--- src/rtl/spi_master_frame.sv ---
// rtl/spi_master_frame.sv - SPI master shifting one {rw, addr, data} frame per transaction
//
// Purpose:
//   Shifts one command frame, MSB first: a R/W bit, ADDR_W address bits and
//   DATA_W data bits (F = 1 + ADDR_W + DATA_W). Supports all four CPOL/CPHA
//   modes and a programmable half-period divider. On read frames the data
//   field goes out as zeros, and the last DATA_W sampled miso bits land in
//   rd_data in the cycle done pulses.
//
// Parameters:
//   HALF_DIV  clk cycles per SCK half-period (>= 1)
//   ADDR_W    address bits per frame (>= 1)
//   DATA_W    data bits per frame (>= 1)
//   CPOL      SCK idle level
//   CPHA      0: sample on leading edge, 1: sample on trailing edge
//
// Ports:
//   clk      in   system clock, rising edge
//   rst      in   synchronous active-high reset, aborts any frame in flight
//   start    in   transaction request, accepted only while busy = 0
//   rw       in   1 = read, 0 = write; first frame bit
//   addr_in  in   address, captured at accept
//   wr_data  in   write data, captured at accept
//   busy     out  high from the cycle after accept through the deselect gap
//   done     out  one-cycle pulse as cs_n rises
//   rd_data  out  last read data, updated only with done on read frames
//   miso     in   serial input
//   mosi     out  serial output
//   sck      out  serial clock
//   cs_n     out  chip select, active low

module spi_master_frame #(
    parameter int HALF_DIV = 50,
    parameter int ADDR_W   = 7,
    parameter int DATA_W   = 8,
    parameter int CPOL     = 0,
    parameter int CPHA     = 0
) (
    input  logic              clk,
    input  logic              rst,
    input  logic              start,
    input  logic              rw,
    input  logic [ADDR_W-1:0] addr_in,
    input  logic [DATA_W-1:0] wr_data,
    output logic              busy,
    output logic              done,
    output logic [DATA_W-1:0] rd_data,
    input  logic              miso,
    output logic              mosi,
    output logic              sck,
    output logic              cs_n
);

    localparam int F      = 1 + ADDR_W + DATA_W;
    localparam int EDGES  = 2 * F;
    localparam int DIV_W  = $clog2(HALF_DIV + 1);
    localparam int EDGE_W = $clog2(EDGES + 1);

    localparam logic [DIV_W-1:0]  DIV_LAST  = DIV_W'(HALF_DIV - 1);
    localparam logic [EDGE_W-1:0] EDGE_LAST = EDGE_W'(EDGES);
    localparam logic              SCK_IDLE  = 1'(CPOL);

    typedef enum logic [2:0] {
        IDLE,
        LEAD,
        SHIFT,
        LAG,
        GAP
    } state_t;

    state_t              state;
    logic [DIV_W-1:0]    div_cnt;
    logic [EDGE_W-1:0]   edge_cnt;
    logic [F-1:0]        tx_sh;
    logic [DATA_W-1:0]   rx_sh;
    logic                rw_q;

    logic                tick;
    logic [EDGE_W-1:0]   edge_next;
    logic                sample_now;
    logic                shift_now;
    logic [F-1:0]        frame;

    // One tick per SCK half-period; every phase is a whole number of these.
    assign tick      = (div_cnt == DIV_LAST);
    assign edge_next = edge_cnt + 1'b1;

    // Odd edge numbers are leading edges. CPHA picks which parity samples.
    assign sample_now = (CPHA == 0) ? edge_next[0] : ~edge_next[0];

    // The opposite edge moves mosi, except the final edge: for CPHA=0 the
    // last bit has already been presented and must hold until deselect.
    assign shift_now = ~sample_now && (edge_next != EDGE_LAST);

    // Read frames send a zero data field; the peripheral drives it instead.
    assign frame = {rw, addr_in, rw ? {DATA_W{1'b0}} : wr_data};

    always_ff @(posedge clk) begin
        if (rst) begin
            state    <= IDLE;
            div_cnt  <= '0;
            edge_cnt <= '0;
            tx_sh    <= '0;
            rx_sh    <= '0;
            rw_q     <= 1'b0;
            busy     <= 1'b0;
            done     <= 1'b0;
            rd_data  <= '0;
            mosi     <= 1'b0;
            sck      <= SCK_IDLE;
            cs_n     <= 1'b1;
        end else begin
            done <= 1'b0;

            case (state)
                IDLE: begin
                    div_cnt  <= '0;
                    edge_cnt <= '0;
                    if (start) begin
                        state <= LEAD;
                        busy  <= 1'b1;
                        cs_n  <= 1'b0;
                        rw_q  <= rw;
                        if (CPHA == 0) begin
                            // First bit must be valid before the leading
                            // edge samples it, so present it with cs_n.
                            mosi  <= frame[F-1];
                            tx_sh <= frame << 1;
                        end else begin
                            // Edge 1 presents the first bit.
                            mosi  <= 1'b0;
                            tx_sh <= frame;
                        end
                    end
                end

                // LEAD covers the setup half-period; its closing tick is
                // SCK edge 1. SHIFT then runs edges 2..2F on each tick.
                LEAD, SHIFT: begin
                    if (!tick) begin
                        div_cnt <= div_cnt + 1'b1;
                    end else begin
                        div_cnt  <= '0;
                        sck      <= ~sck;
                        edge_cnt <= edge_next;
                        if (sample_now) begin
                            // Keep only the newest DATA_W samples; command
                            // and address phase bits fall off the top.
                            rx_sh <= DATA_W'({rx_sh, miso});
                        end else if (shift_now) begin
                            mosi  <= tx_sh[F-1];
                            tx_sh <= tx_sh << 1;
                        end
                        if (edge_next == EDGE_LAST) begin
                            state <= LAG;
                        end else begin
                            state <= SHIFT;
                        end
                    end
                end

                // Hold-time half-period after the last edge, then deselect.
                LAG: begin
                    if (!tick) begin
                        div_cnt <= div_cnt + 1'b1;
                    end else begin
                        div_cnt <= '0;
                        cs_n    <= 1'b1;
                        mosi    <= 1'b0;
                        done    <= 1'b1;
                        if (rw_q) begin
                            rd_data <= rx_sh;
                        end
                        state <= GAP;
                    end
                end

                // Minimum cs_n high time before the next frame can start.
                GAP: begin
                    if (!tick) begin
                        div_cnt <= div_cnt + 1'b1;
                    end else begin
                        div_cnt <= '0;
                        busy    <= 1'b0;
                        state   <= IDLE;
                    end
                end

                default: begin
                    state <= IDLE;
                end
            endcase
        end
    end

endmodule

--- config.mk ---
export PLATFORM = sky130hd
export DESIGN_NAME = spi_master_frame
export DESIGN_NICKNAME = d
export VERILOG_FILES = /design/src/rtl/spi_master_frame.sv
export SDC_FILE = /design/constraint.sdc
export NUM_CORES = 1
export LEC_CHECK = 0
export CAP_MARGIN = 20
export CORE_UTILIZATION = 55
export CTS_BUF_LIST = sky130_fd_sc_hd__clkbuf_8
export CTS_CLUSTER_SIZE = 20
export DETAILED_ROUTE_END_ITERATION = 10
export MAX_ROUTING_LAYER = met4
export PLACE_DENSITY = 0.79
export REMOVE_ABC_BUFFERS = 1
export SETUP_SLACK_MARGIN = 0.1
export SLEW_MARGIN = 20
export SYNTH_ARGS = -nofsm -noshare
export SYNTH_HDL_FRONTEND = slang
export SYNTH_SLANG_ARGS = --single-unit
--- constraint.sdc ---
create_clock -name clk -period 6.1 [get_ports clk]
set_clock_uncertainty 0.05 [all_clocks]
set_input_delay 0.915 -clock clk [delete_from_list [all_inputs] [get_ports clk]]
set_output_delay 0.915 -clock clk [all_outputs]
set_load 0.01 [all_outputs]
# Yosys cells after proc, flatten, opt, wreduce, memory -nomap -nowiden
# Index checks and enable logic that the tools add are counted.
# Widths: inputs -> output; s select.
# word_totals
output_inout_bits	13
word_cells	78
in_bits	20
reg_bits	53
# classes
muxes	28
bitwise	3
n_eq_ne	13
n_reduce_logical	20
n_addsub	2
# op_table
op	count
$mux 16	4
$pmux 16 s2	1
$pmux 6 s2	2
$add 6x1->6 const B	2
$eq 6x6->1 const B	2
$mux 3	4
$mux 6	2
$ne 2x2->1 const B	6
$pmux 3 s4	1
$reduce_and 3->1	4
$mux 1	10
$mux 8	1
$reduce_bool 2->1	4
$eq 3x2->1 const B	2
$ne 6x6->1 const B	1
$reduce_and 2->1	3
$reduce_and 6->1	1
$reduce_and 5->1	1
$pmux 1 s2	2
$reduce_and 4->1	1
$reduce_or 2->1	2
$reduce_or 4->1	1
$eq 3x1->1 const B	1
$eq 3x3->1 const B	1
5 further kinds	7

# Depth between registers and ports, before layout
# Gate-level depths: netlist of run 1.
# logic_depth
word_depth	7
ltp_mapped	9
mapped_depth_nobuf	7

# Worst setup path after synthesis of run 1
# OpenSTA, ideal clock, no wires.
# synth_timing
kind	register -> register
startpoint	reg edge_cnt[0]
endpoint	reg tx_sh[10]
synth_period_minus_slack_ps	2159
path_stages_with_launch	9
t_required_ps	5907
arrival_time_ps	1966
setup_ps	143
n_path_buf	2
setup_slack_ps	3941
cell_sequence	dfxtp_1 ha_1 nand2_1 or4_4 and4_4 buf_6 buf_2 a211oi_1 a211oi_2
# synth_via
elab_chain_len	5
word_cells_on_any_way	7
cone_classes	add/sub: 1; eq/ne: 3; bitwise: 1; reduce/logical: 2
# synth_rtl
item	line	text
from (decl)	73	logic [EDGE_W-1:0] edge_cnt;
from (signal assigned)	145	edge_cnt <= edge_next;
$add 6x1->6 (*)	86	assign edge_next = edge_cnt + 1'b1;
$ne 6x6->1 / $not 1->1 (equally long branches)	93	assign shift_now = ~sample_now && (edge_next != EDGE_LAST);
$logic_and 1x1->1	93	
$ne 2x2->1 (no source line)	-	
$reduce_and 5->1 (no source line) (*)	-	
to (signal assigned)	128	tx_sh <= frame << 1;
to (signal assigned)	132	tx_sh <= frame;
to (signal assigned)	152	tx_sh <= tx_sh << 1;
to (decl)	74	logic [F-1:0] tx_sh;
# Mark *: on every way between the ends. The rest lies on a longest branch, timed or not.
# A chain may end at the register's enable or synchronous reset.

# Final worst setup path of run 1
# layout_timing
startpoint	reg div_cnt[0]
endpoint	reg tx_sh[15]
# layout_via
elab_chain_len	3
# layout_rtl
item	line	text
from (decl)	72	logic [DIV_W-1:0] div_cnt;
from (signal assigned)	141	div_cnt <= div_cnt + 1'b1;
from (signal assigned)	165	div_cnt <= div_cnt + 1'b1;
from (signal assigned)	181	div_cnt <= div_cnt + 1'b1;
$eq 6x6->1	85	assign tick = (div_cnt == DIV_LAST);
$ne 2x2->1 (no source line)	-	
$reduce_and 5->1 (no source line)	-	
# No other way between the ends.

==> results of run 1 <==
==> flip-flops by register name, summed over array words and instances (netlist names) <==
signal    cells
done          1
rw_q          1
edge_cnt      6
div_cnt       6
rx_sh         8
rd_data       8
state         3
busy          1
sck           1
tx_sh        15
mosi          1
cs_n          1
==> critical path: cells and delay by family, from the launching register on <==
kind	cells	cell delay [ns]
compound gates	2	0.71
fa+ha+maj	1	0.18
flops	1	0.45
simple gates	3	1.37
==> layout by cell type (no fill, tap or decap), types with 6 or more instances in the layout <==
cell type,count
a211oi_1,19
a211oi_2,10
a21oi_1,31
clkdlybuf4s50_1,31
dfxtp_1,52
mux2i_1,16
nand2_1,29
nand3_1,6
nor2_1,28
nor3b_1,10
==> power by group <==
| group | internal [W] | switching, W | leakage [nW] |
|---|---|---|---|
| registers | 0.000350 | 0.00000730 | 0.423 |
| clock network | 0.0000868 | 0.000126 | 0.0511 |
| logic | 0.0000351 | 0.0000413 | 0.533 |
==> layer usage <==
metal  share of wire  routed length, µm  up-vias
li1                -                  -     1108
met3           0.041                221        6
met5               0                  0        -
met2            0.47               2560       46
met1            0.48               2560     1037
met4          0.0095                 51        0
==> final cells by class <==
cell class                      instances  share of cell area
Clock buffer                            5              0.0234
Sequential cell                        52               0.354
Multi-Input combinational cell        214               0.473
Inverter                                4             0.00511
Tap cell                               52              0.0222
Clock inverter                          3             0.00980
Timing Repair Buffer                   34               0.112
==> worst min path at each step <==
stage                             from                      end  slack, ns
5_1_grt        rd_data[0]$_SDFFE_PP0P_  rd_data[0]$_SDFFE_PP0P_       0.44
3_5_place_dp   rd_data[7]$_SDFFE_PP0P_  rd_data[7]$_SDFFE_PP0P_       0.40
4_1_cts        rd_data[7]$_SDFFE_PP0P_  rd_data[7]$_SDFFE_PP0P_       0.41
2_1_floorplan    rx_sh[7]$_SDFFE_PP0P_  rd_data[7]$_SDFFE_PP0P_       0.38
3_3_place_gp   rd_data[4]$_SDFFE_PP0P_  rd_data[4]$_SDFFE_PP0P_       0.39
6_report       rd_data[7]$_SDFFE_PP0P_  rd_data[7]$_SDFFE_PP0P_       0.41
==> cell families after synthesis <==
| kind of cell | share of synthesized area |
|---|---|
| AOI/OAI and AO/OA | 0.225 |
| xor gates and xnor gates | 0.0137 |
| adders and majority gates | 0.0146 |
| buffers and inverters | 0.0522 |
| DFF | 0.406 |
| muxes | 0.0625 |
| and+or+nand+nor | 0.226 |
==> stage by stage <==
step / instance area, µm² / total power (W) / hold WS (ns) / setup WS, ns / instances
2_1_floorplan: 2440 / 0.000408 / 0.380 / 3.68 / 270
3_3_place_gp: 2840 / 0.000440 / 0.392 / 2.92 / 356
3_5_place_dp: 2840 / 0.000441 / 0.396 / 2.87 / 356
4_1_cts: 2940 / 0.000652 / 0.411 / 3.18 / 364
5_1_grt: 2940 / 0.000676 / 0.441 / 2.91 / 364
6_report: 2940 / 0.000647 / 0.408 / 3.17 / 364
==> results by stage, run 1 <==
Outcome:
- The flow ran to the end, and the final reports show no timing, DRC or antenna violations.

Clock network:
- TritonCTS built the clock tree.
- The root buffer cell is clkbuf_8.
- The clock passes through at most 2 buffers.
- The clock-pin slew on the worst setup and hold paths is roughly 0.11 ns.
- Gates resized during post-CTS repair numbered 0.
- The post-CTS setup-driven buffer insertion count is 0.
- The later-pin clock latency in the skew report is roughly 0.31 ns.
- Clock tree synthesis found a total of 52 sinks.
- The total number of H-tree levels is 2.
- For this design, the CTS-stage hold fixing added 0 buffers.
- Counting the buffers created by CTS gives 5.

Logic synthesis:
- The cell count after synthesis came out at between 200 and 300.
- After synthesis, the cell types taking the most area are dfxtp_1, mux2i_1, a21oi_1.
- The commonest cells after synthesis are dfxtp_1, a21oi_1, nand2_1.
- The number of distinct library cell variants in the gate-level netlist after synthesis is between 40 and 50.
- dfxtp_1 takes more of the synthesized area than any other cell.
- The most used flip-flop cell after synthesis is dfxtp_1.
- The cell area after technology mapping is 0.00256 mm².
- The synthesized area per cell is around 8.7 µm².
- For this run, the register share of the synthesized area comes to 0.406.
- The area share of the leading cell type in the synthesized netlist is 0.406.
- The synthesis warning total is 0.
- The fraction of registers with async set/reset is 0.
- The post-synthesis sequential element count is 52.
- The synthesized design contains 0 enable-type register cells.
- The cell with the most instances after synthesis is dfxtp_1.

Route:
- The per-cell via count in the routed design is 6.04.
- The final routed wire length divided by cell count is between 10 and 15 µm.
- The total wire length is roughly 5400 µm.
- The iteration-0 DRC count of the detailed router is roughly 190.
- The detail route stage leaves a number of antenna-violating nets equal to 0.
- After detailed routing, the number of remaining DRC violations is 0.
- The iteration count of the initial detailed-routing pass is 4.
- The total number of vias is roughly 2200.

Placement:
- The placer's final routability congestion estimate is between 0.8 and 0.9.
- The wire-length estimate of the detail-placed layout is approximately 3600 µm.
- The count of port buffers added during placement is 32.

Die:
- The die is roughly 70 µm wide.
- 33 I/O pins were placed.
- The die area is 0.00494 mm².
- The die is around 70 µm tall.
- The total area inside the core boundary comes to 0.00441 mm².
- The number of rows in the core area is 24.
- The initial utilization of the core area, before any placement, comes to 0.580.

Job:
- Across the run, the number of max-cap violations was 0.

Worst setup path:
- The end of the critical path is tx_sh[15]$_SDFFE_PP0P_.
- The start of the worst register-to-register path is div_cnt[0]$_SDFFE_PP0P_.
- The type of element capturing the critical path is a register.
- Data on the critical path arrives at its endpoint at ~3.0 ns.
- Traced cell by cell, the critical path runs through ha_1 -> nand4b_1 -> nor2_1 -> and4_4 -> a21o_1 -> a211oi_1.
- The slowest cell on the critical path is nor2_1.
- The worst register-to-register path ends at tx_sh[15]$_SDFFE_PP0P_.
- Measured in cells, the most critical reg-to-reg path has a length of 6.
- Setup slack on the worst reg-to-reg path comes out at approximately 3.2 ns.
- The critical path starts at div_cnt[0]$_SDFFE_PP0P_.
- The largest incremental delay on the critical path is between 0.6 and 0.7 ns.
- Along the worst path, the maximum fanout reaches 16.
- Data on the critical path is required at its endpoint by ~6.2 ns.
- The critical path startpoint category is a register.
- The worst setup path is of the register to register kind.

Global routing:
- The largest net degree at the start of global routing is 52.
- The global route total overflow is 0.
- For met1 alone, demand over resource in global routing was 0.321.
- The number of global-route vias before repair was roughly 2000.
- For this run, the total global-route usage over all layers was measured as 0.241.
- met2 is the most crowded layer.
- The global-route wire length before repair is roughly 9400 µm.
- In the global route stage, met2 resource usage came out at 0.370.
- The initial antenna violation count is 0.
- The fraction of met3 tracks used by global routing is 0.0548.

Layout:
- The multi-input combinational cell area is ~0.0014 mm².
- The share of final-layout standard cells stronger than drive strength 1 is 0.0833.
- Registers take about 0.0010 mm².
- The number of filler instances in the final layout is 370.
- The final core utilization is 0.665.
- Compared with the post-synthesis result, the final layout area differs by 14.6%.
- The final layout net count is around 330.
- The number of diodes added for antenna fixing is 0.

STA:
- The minimum clock period is roughly 2.9 ns.
- In the finished design, the share of the clock period the worst path needs comes to 0.481.
- At the pin with the least slew margin, the transition time is 0.996 ns.
- Summed over all failing endpoints, the final setup total negative slack is 0 ns.
- The final-report setup violation count is 0.
- The worst pin sits at a relative slew slack of 0.336.
- The total count of hold-check failures in the final report is 0.
- Setup repair after global routing left no endpoint under its margin.
- The final count of pins violating max slew is 0.
- For this run, the top clock speed supported by timing is between 300 and 400 MHz.

Power:
- For this design the ratio of total power to cell area is ~220 mW/mm².
- The worst voltage drop across the vdd grid is 0.214 mV.
- In this run the static leakage power is slightly above 1 nW.

Min path:
- In this run the worst hold path is classified as register to register.
- The worst hold path passes through 2 cells.
Note: power is estimated with default switching activity, not from simulation.
==> run 2, diff against run 1 <==
Settings changed: CORE_UTILIZATION 55 to 51, PLACE_DENSITY 0.79 to 0.77.
Clock period 6.1 ns to 2.6 ns, I/O delays scaled along.
==> run 2 against run 1 <==
Compared with the run above:
- first-iteration DRC count is 28% lower
- via count is 1.6% higher
- count of clock-buffer cells in the layout stayed put
- worst setup slack worse by 2.9 ns
- final area is 2.0% higher
- non-clock buffer count is 5 higher
- highest routed layer unchanged
==> results by stage, run 2 (synthesized netlist as in run 1, its figures left out) <==
Worst setup path:
- The largest incremental delay on the critical path was 0.49 ns (was 0.66 ns).
- The data required time of the critical path is 2.78 ns (was 6.20 ns).
- The endpoint arrival time on the critical path is 2.48 ns (was 3.03 ns).
- The kind of cell adding the most delay to the critical path is simple AND/OR/NAND/NOR gates (unchanged).
- The largest fanout of any net on the critical path is 16 (unchanged).
- The classification of the worst setup path was register to register (unchanged).
- The type of element capturing the critical path is a register (unchanged).
- The slowest cell on the critical path is or4_4 (was nor2_1).
- The critical path startpoint category is a register (unchanged).
- Sequence of cells on the critical path: ha_1 -> nand2_1 -> or4_4 -> and4_4 -> a21o_2 -> a211oi_1 (was ha_1 -> nand4b_1 -> nor2_1 -> and4_4 -> a21o_1 -> a211oi_1).
- The number of buffer and inverter instances along the worst setup path is 0 (unchanged).

Power:
- The worst voltage drop across the vdd grid came to 0.392 mV (was 0.214 mV).
- The total leakage power is 1.03 nW (was 1.01 nW).
- The total power density per cell area is 510 mW/mm² (was 220 mW/mm²).

Route:
- The per-cell via count in the routed design is 5.81 (was 6.04).
- The final routed wire length divided by cell count is 14.5 µm (was 14.8 µm).
- The iteration-0 DRC count of the detailed router is 137 (was 189).
- The total number of vias came to 2232 (was 2197).
- The total wire length is 5580 µm (was 5390 µm).
- The number of nets with antenna violations after detailed routing is 0 (unchanged).
- The iteration count of the initial detailed-routing pass came to 4 (unchanged).
- The DRC violations left is 0 (unchanged).

Global routing:
- The number of global-route vias before repair is 1990 (was 1983).
- The largest net degree at the start of global routing is 32 (was 52).
- The global route total overflow is 0 (unchanged).
- The all-layer global routing usage is 0.229 (was 0.241).
- The initial antenna violation count is 0 (unchanged).
- The global-route wire length before repair came to 9290 µm (was 9380 µm).

Layout:
- The area occupied by registers is 0.00104 mm² (unchanged).
- The final core utilization is 0.626 (was 0.665).
- The final layout net count was 339 (was 334).
- The share of final-layout standard cells stronger than drive strength 1 is 0.104 (was 0.0833).
- Regs by FF count: tx_sh: 15 flops, rd_data: 8 flops, rx_sh: 8 flops (unchanged).
- The register bank with the most flops is tx_sh (unchanged).
- The number of diodes added for antenna fixing is 0 (unchanged).
- The most frequent standard cell in the layout excluding fill and tap cells is dfxtp_1 (unchanged).
- Commonest non-fill, non-tap cells in the layout: dfxtp_1, a21oi_1, clkdlybuf4s50_1 (unchanged).
- The layout-stage area growth over the synthesis result is 16.9% (was 14.6%).
- The number of filler instances in the final layout came to 412 (was 370).
- The number of flip-flops under the largest register name came to 15 (unchanged).
- The multi-input combinational cell area is 0.00139 mm² (about the same).

Die:
- The horizontal die dimension is 72.9 µm (was 70.3 µm).
- The boundary pin count is 33 (unchanged).
- The area of the core came to 0.00479 mm² (was 0.00441 mm²).
- The number of rows in the core area is 25 (was 24).
- The initial cell density of the core was 0.535 (was 0.580).
- The chip height is 72.9 µm (was 70.3 µm).
- The die area is 0.00531 mm² (was 0.00494 mm²).

STA:
- The measured slew at the worst slew-check pin is 0.701 ns (was 0.996 ns).
- The minimum clock period came to 2.30 ns (was 2.93 ns).
- The total negative slack is 0 ns (unchanged).
- The share of the cycle needed by the critical path after routing is 0.884 (was 0.481).
- The final count of pins violating max slew is 0 (unchanged).
- RSZ-0062 raised after global routing: no (unchanged).
- The final-report setup violation count was 0 (unchanged).
- The total count of hold-check failures in the final report came to 0 (unchanged).
- The worst relative slew slack came to 0.530 (was 0.336).
- The highest clock frequency the design can meet is 435 MHz (was 341 MHz).

Clock network:
- The total number of H-tree levels came to 2 (unchanged).
- The clock-pin slew on the worst setup and hold paths is 0.11 ns (about the same).
- The root buffer cell is clkbuf_8 (unchanged).
- The later-pin clock latency in the skew report was 0.31 ns (about the same).
- The clock tree from TritonCTS is yes (unchanged).
- The post-CTS setup-driven buffer insertion count came to 0 (unchanged).
- The CTS sink count is 52 (unchanged).
- The maximum clock path buffer count came to 2 (unchanged).
- The number of buffers created by CTS was 5 (unchanged).

Min path:
- The worst min-delay path category is register to register (unchanged).

Outcome:
- Outcome: complete, no violations (unchanged).

Placement:
- The placer's final routability congestion estimate is 0.848 (was 0.802).
- The count of port buffers added during placement came to 32 (unchanged).
- The detailed placer's ending HPWL was 3760 µm (was 3580 µm).

Job:
- The number of violations of the max-capacitance limit is 0 (unchanged).
==> run 2: cell types whose count changed in the layout (fill, tap and decap cells not counted) <==
cell	change
buf_4	+5
inv_6	-2
a21o_1	-1
a21o_2	+1
clkinv_4	+1
clkinvlp_4	+1
nor2b_1	-1
nor2b_2	+1
==> run 2: what timing repair did <==
item | in CTS | in global routing
endpoints found under the setup margin | 0 | 14
resized for setup | 0 | 1
hold buffers | 0 | 0
endpoints found under the hold margin | 0 | 0
==> run 2: through the flow <==
stage / total power, W / hold WS, ns / setup WS (ns) / instances / area [µm²]
4_1_cts: 0.00152 / 0.410 / 0.210 / 384 / 2990
6_report: 0.00153 / 0.409 / 0.301 / 384 / 3000
2_1_floorplan: 0.000958 / 0.380 / 0.176 / 270 / 2440
3_5_place_dp: 0.00104 / 0.396 / 0.225 / 376 / 2900
5_1_grt: 0.00157 / 0.432 / 0.124 / 384 / 3000
3_3_place_gp: 0.00104 / 0.392 / 0.292 / 376 / 2900
==> run 2: tightest hold or removal path, stage by stage (launching register included) <==
cell	delay [ns]
dfxtp_1	0.33
nand2_1	0.05
a21oi_1	0.05
==> run 2: routing by layer <==
metal,share of wire,vias to the layer above,global-route usage,routed length [µm]
li1,-,1121,-,-
met1,0.50,1051,0.312,2790
met2,0.45,48,0.350,2500
met3,0.033,12,0.0345,185
met4,0.019,0,0.0719,107
met5,0,-,-,0
==> run 2: worst paths after layout <==
check	start	endpoint	slack, ns	cells after the start
setup / recovery	edge_cnt[0]$_SDFFE_PP0P_	tx_sh[4]$_SDFFE_PP0P_	0.30	6
setup reg to reg	edge_cnt[0]$_SDFFE_PP0P_	tx_sh[4]$_SDFFE_PP0P_	0.30	6
hold reg to reg	rd_data[0]$_SDFFE_PP0P_	rd_data[0]$_SDFFE_PP0P_	0.41	2
hold / removal	rd_data[0]$_SDFFE_PP0P_	rd_data[0]$_SDFFE_PP0P_	0.41	2
==> run 2: layout make-up <==
class	count	share of cell area
tap	67	0.0280
clock inverter	3	0.00919
sequential	52	0.348
clock buffer	5	0.0230
multi-input combinational	214	0.464
timing repair buffer	39	0.123
inverter	4	0.00501
==> run 2: report_power, final <==
group	switching [W]	total [W]	internal (W)
Sequential	0.0000170	0.000838	0.000821
Clock	0.000304	0.000502	0.000198
Combinational	0.000100	0.000186	0.0000861
==> run 3, diff against run 2 <==
Settings changed: CORE_UTILIZATION 51 to 41, PLACE_DENSITY 0.77 to unset.
==> run 3 against run 2 <==
Compared with the run above:
- total power shrank 0.33%
- worst hold slack got worse by 0.0063 ns
- highest routed layer unchanged
- combinational power grew 2%
- sequential power about the same
- worst setup slack worse by 0.017 ns
- first-iteration DRC count fell by 39%
- final area is 1.2% higher
- global-route usage down 2.8 points
- fmax is 0.72% lower
- count of clock-buffer cells in the layout stayed put
- largest cell class unchanged
- clock power shrank 2%
- wire length up 3.4%
==> results by stage, run 3 (synthesized netlist as in run 1, its figures left out) <==
Outcome:
- Outcome: complete, no violations (unchanged).

Route:
- The iteration count of the initial detailed-routing pass is 4 (unchanged).
- The number of nets with antenna violations after detailed routing was 0 (unchanged).
- The final routed wire length divided by cell count is 14.6 µm (was 14.5 µm).
- The total number of vias is 2220 (was 2232).
- The DRC violations left is 0 (unchanged).
- The total wire length is 5770 µm (was 5580 µm).
- The per-cell via count in the routed design is 5.61 (was 5.81).
- The iteration-0 DRC count of the detailed router was 84 (was 137).

Die:
- The number of rows in the core area is 28 (was 25).
- The die area came to 0.00657 mm² (was 0.00531 mm²).
- The boundary pin count was 33 (unchanged).
- The area of the core is 0.00599 mm² (was 0.00479 mm²).
- The initial cell density of the core was 0.428 (was 0.535).
- The horizontal die dimension is 81.1 µm (was 72.9 µm).
- The chip height is 81.1 µm (was 72.9 µm).

Worst setup path:
- The endpoint arrival time on the critical path was 2.50 ns (was 2.48 ns).
- The largest fanout of any net on the critical path is 16 (unchanged).
- The largest incremental delay on the critical path is 0.49 ns (about the same).
- Sequence of cells on the critical path: ha_1 -> nand2_1 -> or4_4 -> and4_4 -> a21o_2 -> a211oi_1 (unchanged).
- The slowest cell on the critical path is or4_4 (unchanged).
- The kind of cell adding the most delay to the critical path is simple AND/OR/NAND/NOR gates (unchanged).
- The number of cell instances on the worst register-to-register path came to 6 (unchanged).
- The path length in cells of the critical path is 6 (unchanged).
- The classification of the worst setup path is register to register (unchanged).
- The number of buffer and inverter instances along the worst setup path came to 0 (unchanged).
- The data required time of the critical path is 2.78 ns (about the same).
- The type of element capturing the critical path is a register (unchanged).
- The critical path startpoint category is a register (unchanged).

Clock network:
- The total number of H-tree levels is 2 (unchanged).
- The clock-pin slew on the worst setup and hold paths is 0.10 ns (was 0.11 ns).
- The number of buffers created by CTS is 5 (unchanged).
- The root buffer cell was clkbuf_8 (unchanged).
- The later-pin clock latency in the skew report came to 0.31 ns (about the same).
- The count of cells resized by post-cts repair is 0 (unchanged).
- The clock tree from TritonCTS is yes (unchanged).
- The CTS sink count is 52 (unchanged).
- The maximum clock path buffer count is 2 (unchanged).
- The quantity of hold-fixing buffers added after cts was 0 (unchanged).
- The post-CTS setup-driven buffer insertion count is 0 (unchanged).

Global routing:
- The global-route wire length before repair is 9890 µm (was 9290 µm).
- The global route total overflow is 0 (unchanged).
- The all-layer global routing usage was 0.201 (was 0.229).
- The initial antenna violation count is 0 (unchanged).
- The number of global-route vias before repair is 2098 (was 1990).
- The largest net degree at the start of global routing came to 21 (was 32).

Layout:
- The area occupied by registers was 0.00104 mm² (unchanged).
- The register bank with the most flops is tx_sh (unchanged).
- The layout-stage area growth over the synthesis result is 18.3% (was 16.9%).
- The number of flip-flops under the largest register name is 15 (unchanged).
- The number of filler instances in the final layout is 585 (was 412).
- The most frequent standard cell in the layout excluding fill and tap cells is dfxtp_1 (unchanged).
- The final layout net count is 343 (was 339).
- Commonest non-fill, non-tap cells in the layout: dfxtp_1, a21oi_1, clkdlybuf4s50_1 (unchanged).
- The share of final-layout standard cells stronger than drive strength 1 came to 0.112 (was 0.104).
- The number of diodes added for antenna fixing is 0 (unchanged).
- The multi-input combinational cell area is 0.00139 mm² (about the same).
- Regs by FF count: tx_sh: 15 flops, rd_data: 8 flops, rx_sh: 8 flops (unchanged).

Power:
- The combinational cell fraction of total power came to 0.125 (was 0.122).
- The sequential share of power is 0.551 (was 0.549).
- The worst voltage drop across the vdd grid came to 0.291 mV (was 0.392 mV).
- The total power density per cell area was 502 mW/mm² (was 510 mW/mm²).
- The internal cell power is 0.00111 W (about the same).
- The clock power share was 0.325 (was 0.329).
- The fraction of power spent switching nets is 0.272 (was 0.276).
- The switching power of the nets came to 0.000414 W (was 0.000421 W).
- The total leakage power is 1.04 nW (was 1.03 nW).
- The post-route total power came to 0.00152 W (was 0.00153 W).

STA:
- The total negative slack is 0 ns (unchanged).
- The worst relative slew slack came to 0.693 (was 0.530).
- The final count of pins violating max slew came to 0 (unchanged).
- The highest clock frequency the design can meet is 432 MHz (was 435 MHz).
- The share of the cycle needed by the critical path after routing is 0.891 (was 0.884).
- The final-report setup violation count is 0 (unchanged).
- RSZ-0062 raised after global routing: no (unchanged).
- The minimum clock period is 2.32 ns (was 2.30 ns).
- The measured slew at the worst slew-check pin was 0.456 ns (was 0.701 ns).
- The total count of hold-check failures in the final report is 0 (unchanged).

Placement:
- The placer's final routability congestion estimate is 0.799 (was 0.848).
- The detailed placer's ending HPWL is 3880 µm (was 3760 µm).
- The count of port buffers added during placement came to 32 (unchanged).

Min path:
- The number of stages on the worst hold path came to 2 (unchanged).
- The worst min-delay path category is input pin to register (was register to register).

Job:
- The number of violations of the max-capacitance limit is 0 (unchanged).
[run 3: changes by cell type in the layout (fill, tap and decap cells not counted)]
cell,previous run,this run
clkinv_4,1,0
nor2b_1,2,3
nor2b_2,1,0
inv_6,0,2
inv_8,1,0
buf_4,7,11
[run 3: final timing paths]
| check | startpoint | end | slack [ns] |
|---|---|---|---|
| worst max-delay path | edge_cnt[0]$_SDFFE_PP0P_ | tx_sh[4]$_SDFFE_PP0P_ | 0.28 |
| worst min-delay path | rst | edge_cnt[0]$_SDFFE_PP0P_ | 0.40 |
| worst max register to register | edge_cnt[0]$_SDFFE_PP0P_ | tx_sh[4]$_SDFFE_PP0P_ | 0.28 |
| worst min register to register | rd_data[7]$_SDFFE_PP0P_ | rd_data[7]$_SDFFE_PP0P_ | 0.41 |
[run 3: worst register-to-register path: cells and delay by family, from the launching register on]
kind,cells,cell delay (ns)
AND/OR/NAND/NOR,3,0.84
AO/OA/AOI/OAI,2,0.62
flip-flops,1,0.45
adder cells (fa/ha/maj),1,0.28
[run 3: power groups by stage]
stage                     clock [W]  sequential [W]  combinational, W
after floorplan                   0        0.000854          0.000105
after global placement            0        0.000855          0.000189
after detailed placement          0        0.000856          0.000189
after CTS                  0.000511        0.000838          0.000190
after global routing       0.000544        0.000842          0.000209
final                      0.000494        0.000838          0.000190
[run 3: final cells by class]
| type | count | area share |
|---|---|---|
| clock buffer | 5 | 0.0227 |
| clock inverter | 3 | 0.00826 |
| tap | 75 | 0.0310 |
| inverter | 4 | 0.00495 |
| timing repair buffer | 43 | 0.131 |
| multi-input combinational | 214 | 0.458 |
| sequential | 52 | 0.344 |
[run 3: layer usage]
layer / share of wire / GRT usage / wire, µm
met3: 0.026 / 0.0303 / 150
met4: 0.016 / 0.0696 / 91
met2: 0.45 / 0.317 / 2600
met5: 0 / - / 0
met1: 0.51 / 0.261 / 2930
[run 3: metrics by stage]
stage	util	instances	area (µm²)	hold WS (ns)	setup WS, ns
after floorplan	-	270	2440	0.380	0.176
after global placement	0.490	388	2940	0.392	0.271
after detailed placement	0.490	388	2940	0.396	0.195
after CTS	0.506	396	3030	0.395	0.171
after global routing	0.506	396	3030	0.409	0.134
final	0.506	396	3030	0.403	0.285
